### src/rtl/haar_pkg.sv
// Shared types and helpers for the Haar cascade sequencer.
// Holds the FSM state type, the stage header layout and a saturating adder.
package haar_pkg;

  typedef enum logic [2:0] {
    StIdle,
    StRdCnt,
    StRdThr,
    StFeatReq,
    StDecide,
    StOut
  } haar_state_e;

  localparam int unsigned CNT_OFS   = 0;
  localparam int unsigned THR_OFS   = 1;
  localparam int unsigned HDR_WORDS = 2;

  // Signed add clamped to the range of a width-bit two's complement value (width <= 62).
  function automatic logic signed [63:0] sat_add(input logic signed [63:0] a,
                                                 input logic signed [63:0] b,
                                                 input int unsigned        width);
    logic signed [63:0] sum;
    logic signed [63:0] hi;
    logic signed [63:0] lo;
    sum = a + b;
    hi  = (64'sd1 <<< (width - 1)) - 64'sd1;
    lo  = -(64'sd1 <<< (width - 1));
    if (sum > hi) begin
      return hi;
    end else if (sum < lo) begin
      return lo;
    end
    return sum;
  endfunction

endpackage

### src/rtl/haar_cascade_sequencer_rom_reader.sv
// Single-word classifier ROM read: strobes rom_rd once, waits LATENCY cycles,
// then presents the returned word together with a one-cycle done pulse.
module haar_rom_reader
  import haar_pkg::*;
#(
  parameter int unsigned ADDR_WIDTH = 12,
  parameter int unsigned DATA_WIDTH = 16,
  parameter int unsigned LATENCY    = 1
) (
  input  logic                  clk_fpga,
  input  logic                  reset_fpga,
  input  logic                  start,
  input  logic [ADDR_WIDTH-1:0] addr,
  output logic                  rom_rd,
  output logic [ADDR_WIDTH-1:0] rom_addr,
  input  logic [DATA_WIDTH-1:0] rom_data,
  output logic [DATA_WIDTH-1:0] data,
  output logic                  done
);

  logic       busy_q, busy_d;
  logic [2:0] lat_q, lat_d;

  always_comb begin
    rom_rd   = start && !busy_q;
    rom_addr = rom_rd ? addr : '0;
    done     = busy_q && (lat_q == 3'(LATENCY));
    data     = rom_data;
    busy_d   = busy_q;
    lat_d    = lat_q;
    if (rom_rd) begin
      busy_d = 1'b1;
      lat_d  = 3'd1;
    end else if (done) begin
      busy_d = 1'b0;
      lat_d  = 3'd0;
    end else if (busy_q) begin
      lat_d = lat_q + 3'd1;
    end
  end

  always_ff @(posedge clk_fpga or negedge reset_fpga) begin
    if (!reset_fpga) begin
      busy_q <= 1'b0;
      lat_q  <= 3'd0;
    end else begin
      busy_q <= busy_d;
      lat_q  <= lat_d;
    end
  end

endmodule

### src/rtl/haar_cascade_sequencer.sv
// Multi-stage Haar cascade controller: walks the stage headers in the classifier ROM,
// requests one vote per weak classifier and emits windows that pass every stage.
// Optional REJECT_REPORT_EN adds cand_pass/cand_exit_stage and reports rejected windows too.
module haar_cascade_sequencer
  import haar_pkg::*;
#(
  parameter int unsigned DATA_WIDTH_12            = 12,
  parameter int unsigned DATA_WIDTH_16            = 16,
  parameter int unsigned SCALE_WIDTH              = 4,
  parameter int unsigned NUM_STAGES               = 3,
  parameter int unsigned NUM_PARAM_PER_CLASSIFIER = 18,
  parameter int unsigned ROM_ADDR_WIDTH           = 12,
  parameter int unsigned ROM_LATENCY              = 1,
  parameter int unsigned ACC_WIDTH                = 24
) (
  input  logic                      clk_fpga,
  input  logic                      reset_fpga,
  input  logic                      win_valid,
  output logic                      win_ready,
  input  logic [DATA_WIDTH_12-1:0]  win_xcoord,
  input  logic [DATA_WIDTH_12-1:0]  win_ycoord,
  input  logic [SCALE_WIDTH-1:0]    win_scale,
  output logic                      rom_rd,
  output logic [ROM_ADDR_WIDTH-1:0] rom_addr,
  input  logic [DATA_WIDTH_16-1:0]  rom_data,
  output logic                      feat_req,
  output logic [ROM_ADDR_WIDTH-1:0] feat_addr,
  input  logic                      feat_ack,
  input  logic [DATA_WIDTH_16-1:0]  feat_vote,
  output logic                      cand_valid,
  input  logic                      cand_ready,
  output logic [DATA_WIDTH_12-1:0]  cand_xcoord,
  output logic [DATA_WIDTH_12-1:0]  cand_ycoord,
  output logic [SCALE_WIDTH-1:0]    cand_scale
`ifdef REJECT_REPORT_EN
  ,
  output logic                      cand_pass,
  output logic [7:0]                cand_exit_stage
`endif
);

  haar_state_e state_q, state_d;

  logic [DATA_WIDTH_12-1:0]         x_q, x_d, y_q, y_d;
  logic [SCALE_WIDTH-1:0]           scale_q, scale_d;
  logic [7:0]                       stage_q, stage_d;
  logic [ROM_ADDR_WIDTH-1:0]        base_q, base_d;
  logic [DATA_WIDTH_16-1:0]         cnt_q, cnt_d, idx_q, idx_d;
  logic signed [DATA_WIDTH_16-1:0]  thr_q, thr_d;
  logic signed [ACC_WIDTH-1:0]      acc_q, acc_d;
  logic                             gap_q, gap_d;
`ifdef REJECT_REPORT_EN
  logic                             pass_q, pass_d;
  logic [7:0]                       exit_q, exit_d;
`endif

  logic                             rd_start, rd_done;
  logic [ROM_ADDR_WIDTH-1:0]        rd_addr;
  logic [DATA_WIDTH_16-1:0]         rd_data;
  logic [ROM_ADDR_WIDTH-1:0]        rec_addr, next_base;
  logic [DATA_WIDTH_16-1:0]         idx_inc;
  logic signed [63:0]               acc_sum;
  logic signed [ACC_WIDTH-1:0]      thr_ext;
  logic                             stage_pass, vote_take;

  haar_rom_reader #(
    .ADDR_WIDTH (ROM_ADDR_WIDTH),
    .DATA_WIDTH (DATA_WIDTH_16),
    .LATENCY    (ROM_LATENCY)
  ) u_rom_reader (
    .clk_fpga   (clk_fpga),
    .reset_fpga (reset_fpga),
    .start      (rd_start),
    .addr       (rd_addr),
    .rom_rd     (rom_rd),
    .rom_addr   (rom_addr),
    .rom_data   (rom_data),
    .data       (rd_data),
    .done       (rd_done)
  );

  // Record and next-stage addresses wrap modulo the ROM address space.
  always_comb begin
    rec_addr   = base_q + ROM_ADDR_WIDTH'(HDR_WORDS)
               + ROM_ADDR_WIDTH'(32'(idx_q) * NUM_PARAM_PER_CLASSIFIER);
    next_base  = base_q + ROM_ADDR_WIDTH'(HDR_WORDS)
               + ROM_ADDR_WIDTH'(32'(cnt_q) * NUM_PARAM_PER_CLASSIFIER);
    idx_inc    = idx_q + DATA_WIDTH_16'(1);
    acc_sum    = sat_add(64'(acc_q), 64'($signed(feat_vote)), ACC_WIDTH);
    thr_ext    = ACC_WIDTH'(thr_q);
    stage_pass = (acc_q >= thr_ext);
  end

  always_comb begin
    win_ready   = (state_q == StIdle);
    feat_req    = (state_q == StFeatReq) && !gap_q;
    feat_addr   = feat_req ? rec_addr : '0;
    vote_take   = feat_req && feat_ack;
    cand_valid  = (state_q == StOut);
    cand_xcoord = x_q;
    cand_ycoord = y_q;
    cand_scale  = scale_q;
`ifdef REJECT_REPORT_EN
    cand_pass       = pass_q;
    cand_exit_stage = exit_q;
`endif
  end

  always_comb begin
    state_d  = state_q;
    x_d      = x_q;
    y_d      = y_q;
    scale_d  = scale_q;
    stage_d  = stage_q;
    base_d   = base_q;
    cnt_d    = cnt_q;
    idx_d    = idx_q;
    thr_d    = thr_q;
    acc_d    = acc_q;
    gap_d    = gap_q;
    rd_start = 1'b0;
    rd_addr  = base_q;
`ifdef REJECT_REPORT_EN
    pass_d   = pass_q;
    exit_d   = exit_q;
`endif
    unique case (state_q)
      StIdle: begin
        if (win_valid) begin
          x_d     = win_xcoord;
          y_d     = win_ycoord;
          scale_d = win_scale;
          stage_d = 8'd0;
          base_d  = '0;
          state_d = StRdCnt;
        end
      end
      StRdCnt: begin
        rd_start = 1'b1;
        rd_addr  = base_q + ROM_ADDR_WIDTH'(CNT_OFS);
        if (rd_done) begin
          cnt_d   = rd_data;
          state_d = StRdThr;
        end
      end
      StRdThr: begin
        rd_start = 1'b1;
        rd_addr  = base_q + ROM_ADDR_WIDTH'(THR_OFS);
        if (rd_done) begin
          thr_d   = $signed(rd_data);
          acc_d   = '0;
          idx_d   = '0;
          gap_d   = 1'b0;
          state_d = (cnt_q != '0) ? StFeatReq : StDecide;
        end
      end
      StFeatReq: begin
        // A taken vote forces one idle cycle on feat_req before the next request.
        if (vote_take) begin
          acc_d = ACC_WIDTH'(acc_sum);
          idx_d = idx_inc;
          gap_d = 1'b1;
          if (idx_inc == cnt_q) begin
            state_d = StDecide;
          end
        end else if (gap_q) begin
          gap_d = 1'b0;
        end
      end
      StDecide: begin
        if (!stage_pass) begin
`ifdef REJECT_REPORT_EN
          pass_d  = 1'b0;
          exit_d  = stage_q;
          state_d = StOut;
`else
          state_d = StIdle;
`endif
        end else if (stage_q == 8'(NUM_STAGES - 1)) begin
`ifdef REJECT_REPORT_EN
          pass_d  = 1'b1;
          exit_d  = stage_q;
`endif
          state_d = StOut;
        end else begin
          stage_d = stage_q + 8'd1;
          base_d  = next_base;
          state_d = StRdCnt;
        end
      end
      StOut: begin
        if (cand_ready) begin
          state_d = StIdle;
        end
      end
      default: state_d = StIdle;
    endcase
  end

  always_ff @(posedge clk_fpga or negedge reset_fpga) begin
    if (!reset_fpga) begin
      state_q <= StIdle;
      x_q     <= '0;
      y_q     <= '0;
      scale_q <= '0;
      stage_q <= '0;
      base_q  <= '0;
      cnt_q   <= '0;
      idx_q   <= '0;
      thr_q   <= '0;
      acc_q   <= '0;
      gap_q   <= 1'b0;
`ifdef REJECT_REPORT_EN
      pass_q  <= 1'b0;
      exit_q  <= '0;
`endif
    end else begin
      state_q <= state_d;
      x_q     <= x_d;
      y_q     <= y_d;
      scale_q <= scale_d;
      stage_q <= stage_d;
      base_q  <= base_d;
      cnt_q   <= cnt_d;
      idx_q   <= idx_d;
      thr_q   <= thr_d;
      acc_q   <= acc_d;
      gap_q   <= gap_d;
`ifdef REJECT_REPORT_EN
      pass_q  <= pass_d;
      exit_q  <= exit_d;
`endif
    end
  end

endmodule

### config.mk
export PLATFORM = sky130hd
export DESIGN_NAME = haar_cascade_sequencer
export DESIGN_NICKNAME = d
export VERILOG_FILES = /design/src/rtl/haar_pkg.sv /design/src/rtl/haar_cascade_sequencer_rom_reader.sv /design/src/rtl/haar_cascade_sequencer.sv
export SDC_FILE = /design/constraint.sdc
export NUM_CORES = 1
export LEC_CHECK = 0
export BUFFER_PORTS_ARGS = -buffer_cell sky130_fd_sc_hd__buf_4
export CAP_MARGIN = 20
export CORE_UTILIZATION = 55
export CTS_CLUSTER_SIZE = 30
export DETAILED_ROUTE_END_ITERATION = 10
export GPL_TIMING_DRIVEN = 0
export PLACE_DENSITY = 0.77
export SYNTH_ARGS = -nofsm -noshare
export SYNTH_HDL_FRONTEND = slang
export SYNTH_SLANG_ARGS = --single-unit
### constraint.sdc
create_clock -name clk_fpga -period 4 [get_ports clk_fpga]
set_input_delay 0.8 -clock clk_fpga [delete_from_list [all_inputs] [get_ports clk_fpga]]
set_output_delay 0.8 -clock clk_fpga [all_outputs]
set_load 0.02 [all_outputs]
==> flow_summary.ini <==
[clocking]
root_buffer = clkbuf_16
cts_buffers = 17
htreeDepth = 4
cts.path.max_buffers = 2
hold_buffers = 0
path_clk_slew_ns = 0.06
clk_latency_ns = 0.43
cts_tree = yes
clock-sinks = 127

[finish]
fin_cells = 1454
n_antenna_cell = 0
area_delta_synth_final_pct = 20.6
nNetsFinal = 1386
drive_gt1_frac = 0.229

[route]
drtPass1Iterations = 5
vias = 8334
drt_wl_total_mm = 23.9
routedWlPerCell_um = 16.4
drc_errors = 0
ant_nets = 0
drtIter0Drc = 380
via_per_inst = 5.73

[grt]
antenna_found_initial = 0
grt-ovfl-total = 0
grt_pass1_vias = 7937
grt_max_degree = 87
grt_use_total = 0.270
grt_pass1_wl_mm = 38.5

[synth]
synthArstFlopShare = 1.00
yosysTopAreaCellShare = 0.329
yosysWarningCount = 0
yosysUniqueCellTypes = 83
synth_edf_count = 0
yosysTopAreaCell = dfrtp_1
synthesis.nets = 1237
synth_area_per_cell_um2 = 9.06
syn_area_mm2 = 0.00966
ys_seq_area_frac = 0.329
synth_seq_cells = 127
synth.area.top_cells = dfrtp_1 33%, ha_1 13%, nand2_1 6.6%
syn_inst = 1067
synth-main-ff-cell = dfrtp_1

[timing]
worst_pin_slew_ns = 0.868
skew_ns = 0.00692
fin_crit_ns = 3.95
fin_hold_ws_ns = 0.279
fmax_ghz = 0.253
final-setup-viol-count = 0
rsz0062_at_grt = true
relSlewSlack = 0.419
slew_viol_final = 0
fin_ws_ns = 0.0538
hold_violations = 0
finalCritPeriodShare = 0.987
fin_tns_setup_ns = 0

[floorplan]
rows = 48
core_mm2 = 0.0172
ios = 121
start_util = 0.561
die_h_um = 135
dieArea_mm2 = 0.0181
die_w_um = 135

[placed_design]
dp_hpwl_mm = 17.8
gp_congestion = 0.910
port_buffers = 119
dp_slack_ns = 0.170
dp.cells = 1412

[outcome]
status = finished clean

[setup_path]
r2r_cells = 12
worstPathMaxFanout = 2
r2r_slack_ns = 0.72
worst_ep_arrival_time_ns = 3.15
worstSetupPathType = reg2out
r2r-start = cnt_q[1]
reg2reg_to = base_q[10]
cp.required_ns = 3.20
startpoint_type = flip-flop
cp-end-kind = output port

[hold_path]
hold_path.class = in2async

[power]
powerDensity_mw_per_mm2 = 744
ir_drop_mv = 0.438
leakage_uw = 0.00558

[flow_run]
maxCapViolCount = 0
==> stage by stage <==
step / area, um2 / power [uW] / utilization
2_1_floorplan: 9660 / 5750 / -
3_3_place_gp: 10800 / 6930 / 0.629
3_5_place_dp: 10900 / 7050 / 0.631
4_1_cts: 11500 / 8650 / 0.670
5_1_grt: 11700 / 9350 / 0.676
6_report: 11700 / 8680 / 0.676
==> timing repair <==
item | in CTS | in global routing
setup buffers | 8 | 2
pin swaps | 11 | 16
hold endpoints to repair | 0 | 0
gates resized for setup | 14 | 21
gates cloned | 0 | 0
endpoints found under the setup margin | 4 | 3
==> how the worst max path moves through the flow <==
stage / startpoint / end / slack, ns / cells after the start
6_report: idx_q[1] / feat_addr[11] / 0.05 / 13
3_3_place_gp: idx_q[2] / feat_addr[11] / 0.24 / 13
3_5_place_dp: idx_q[2] / feat_addr[11] / 0.17 / 13
5_1_grt: idx_q[1] / feat_addr[10] / -0.08 / 14
2_1_floorplan: idx_q[2] / feat_addr[11] / 0.44 / 12
4_1_cts: idx_q[1] / feat_addr[10] / 0.02 / 14
==> Yosys cell counts (all sizes together) (7+ instances only) <==
cell,instances
nor2b,15
xnor2,57
a31oi,10
mux2,35
a21oi,76
o31ai,13
xor2,22
nand2b,11
mux2i,8
clkbuf,27
ha,100
inv,54
buf,10
nor3,16
nor2,59
o21ai,52
a21o,18
nor4,8
nand4,8
dfrtp,127
and3,17
o21a,7
nand2,169
and2,21
a22oi,21
nand3,25
==> layout by cell type (no fill, tap or decap), types with 17 or more instances in the layout <==
cell	instances
nor2_1	59
xnor2_1	55
a21o_1	17
clkbuf_16	17
xor2_1	20
nand3_1	25
o21ai_0	42
and3_1	17
and2_1	21
a21oi_1	69
nand2_1	169
a22oi_2	20
clkbuf_1	27
buf_4	129
ha_1	93
mux2_2	35
inv_1	51
dfrtp_1	119
==> power by group <==
| group | switching [uW] | leakage (uW) | internal [uW] |
|---|---|---|---|
| clock | 676 | 0.000273 | 824 |
| combinational | 2770 | 0.00369 | 2180 |
| sequential | 479 | 0.00161 | 1740 |
==> layer usage <==
metal,vias to the layer above,share of wire,GRT usage
met3,45,0.037,0.0405
met5,-,0,0
met2,201,0.49,0.467
met4,0,0.027,0.101
met1,3996,0.44,0.341
li1,4092,-,-
==> logic make-up (layout without fill, tap and decap cells) <==
group / count (synthesis) / after routing / synth area share
adders and majority gates: 106 / 106 / 0.141
AOI/OAI and AO/OA: 244 / 244 / 0.180
buffers and inverters: 91 / 253 / 0.0394
xor gates and xnor gates: 79 / 79 / 0.0743
and+or+nand+nor: 376 / 376 / 0.187
other: 1 / 1 / 0.000388
muxes: 43 / 43 / 0.0491
DFF: 127 / 127 / 0.329
==> area by class of cell <==
cell class                      count  area (um2)
Clock inverter                     15         144
Buffer                             37         178
Multi-Input combinational cell    849        6240
Tap cell                          225         282
Clock buffer                       17         425
Timing Repair Buffer              130        1000
Inverter                           54         203
Sequential cell                   127        3190
Fill cell                        1381        5580
==> flip-flops by register name (all words and copies together) (netlist names) <==
register and cells:
gap_q 1, u_rom_reader.lat_q 3, base_q 11, u_rom_reader.busy_q 1
cnt_q 16, cand_xcoord 12, cand_ycoord 12, state_q 3
thr_q 16, acc_q 24, idx_q 16, stage_q 8
cand_scale 4
==> critical path, cell delays in order, from the launching register on <==
cell and delay (ns):
dfrtp_2 0.44, ha_4 0.29, ha_4 0.13, inv_2 0.04, fa_2 0.38, xnor2_2 0.21, ha_4 0.22, or3_1 0.32
o21ai_2 0.08, a21oi_2 0.06, a31oi_2 0.20, xnor2_1 0.13, nor2_1 0.05, buf_4 0.17
Note: power is estimated with default switching activity, not from simulation.
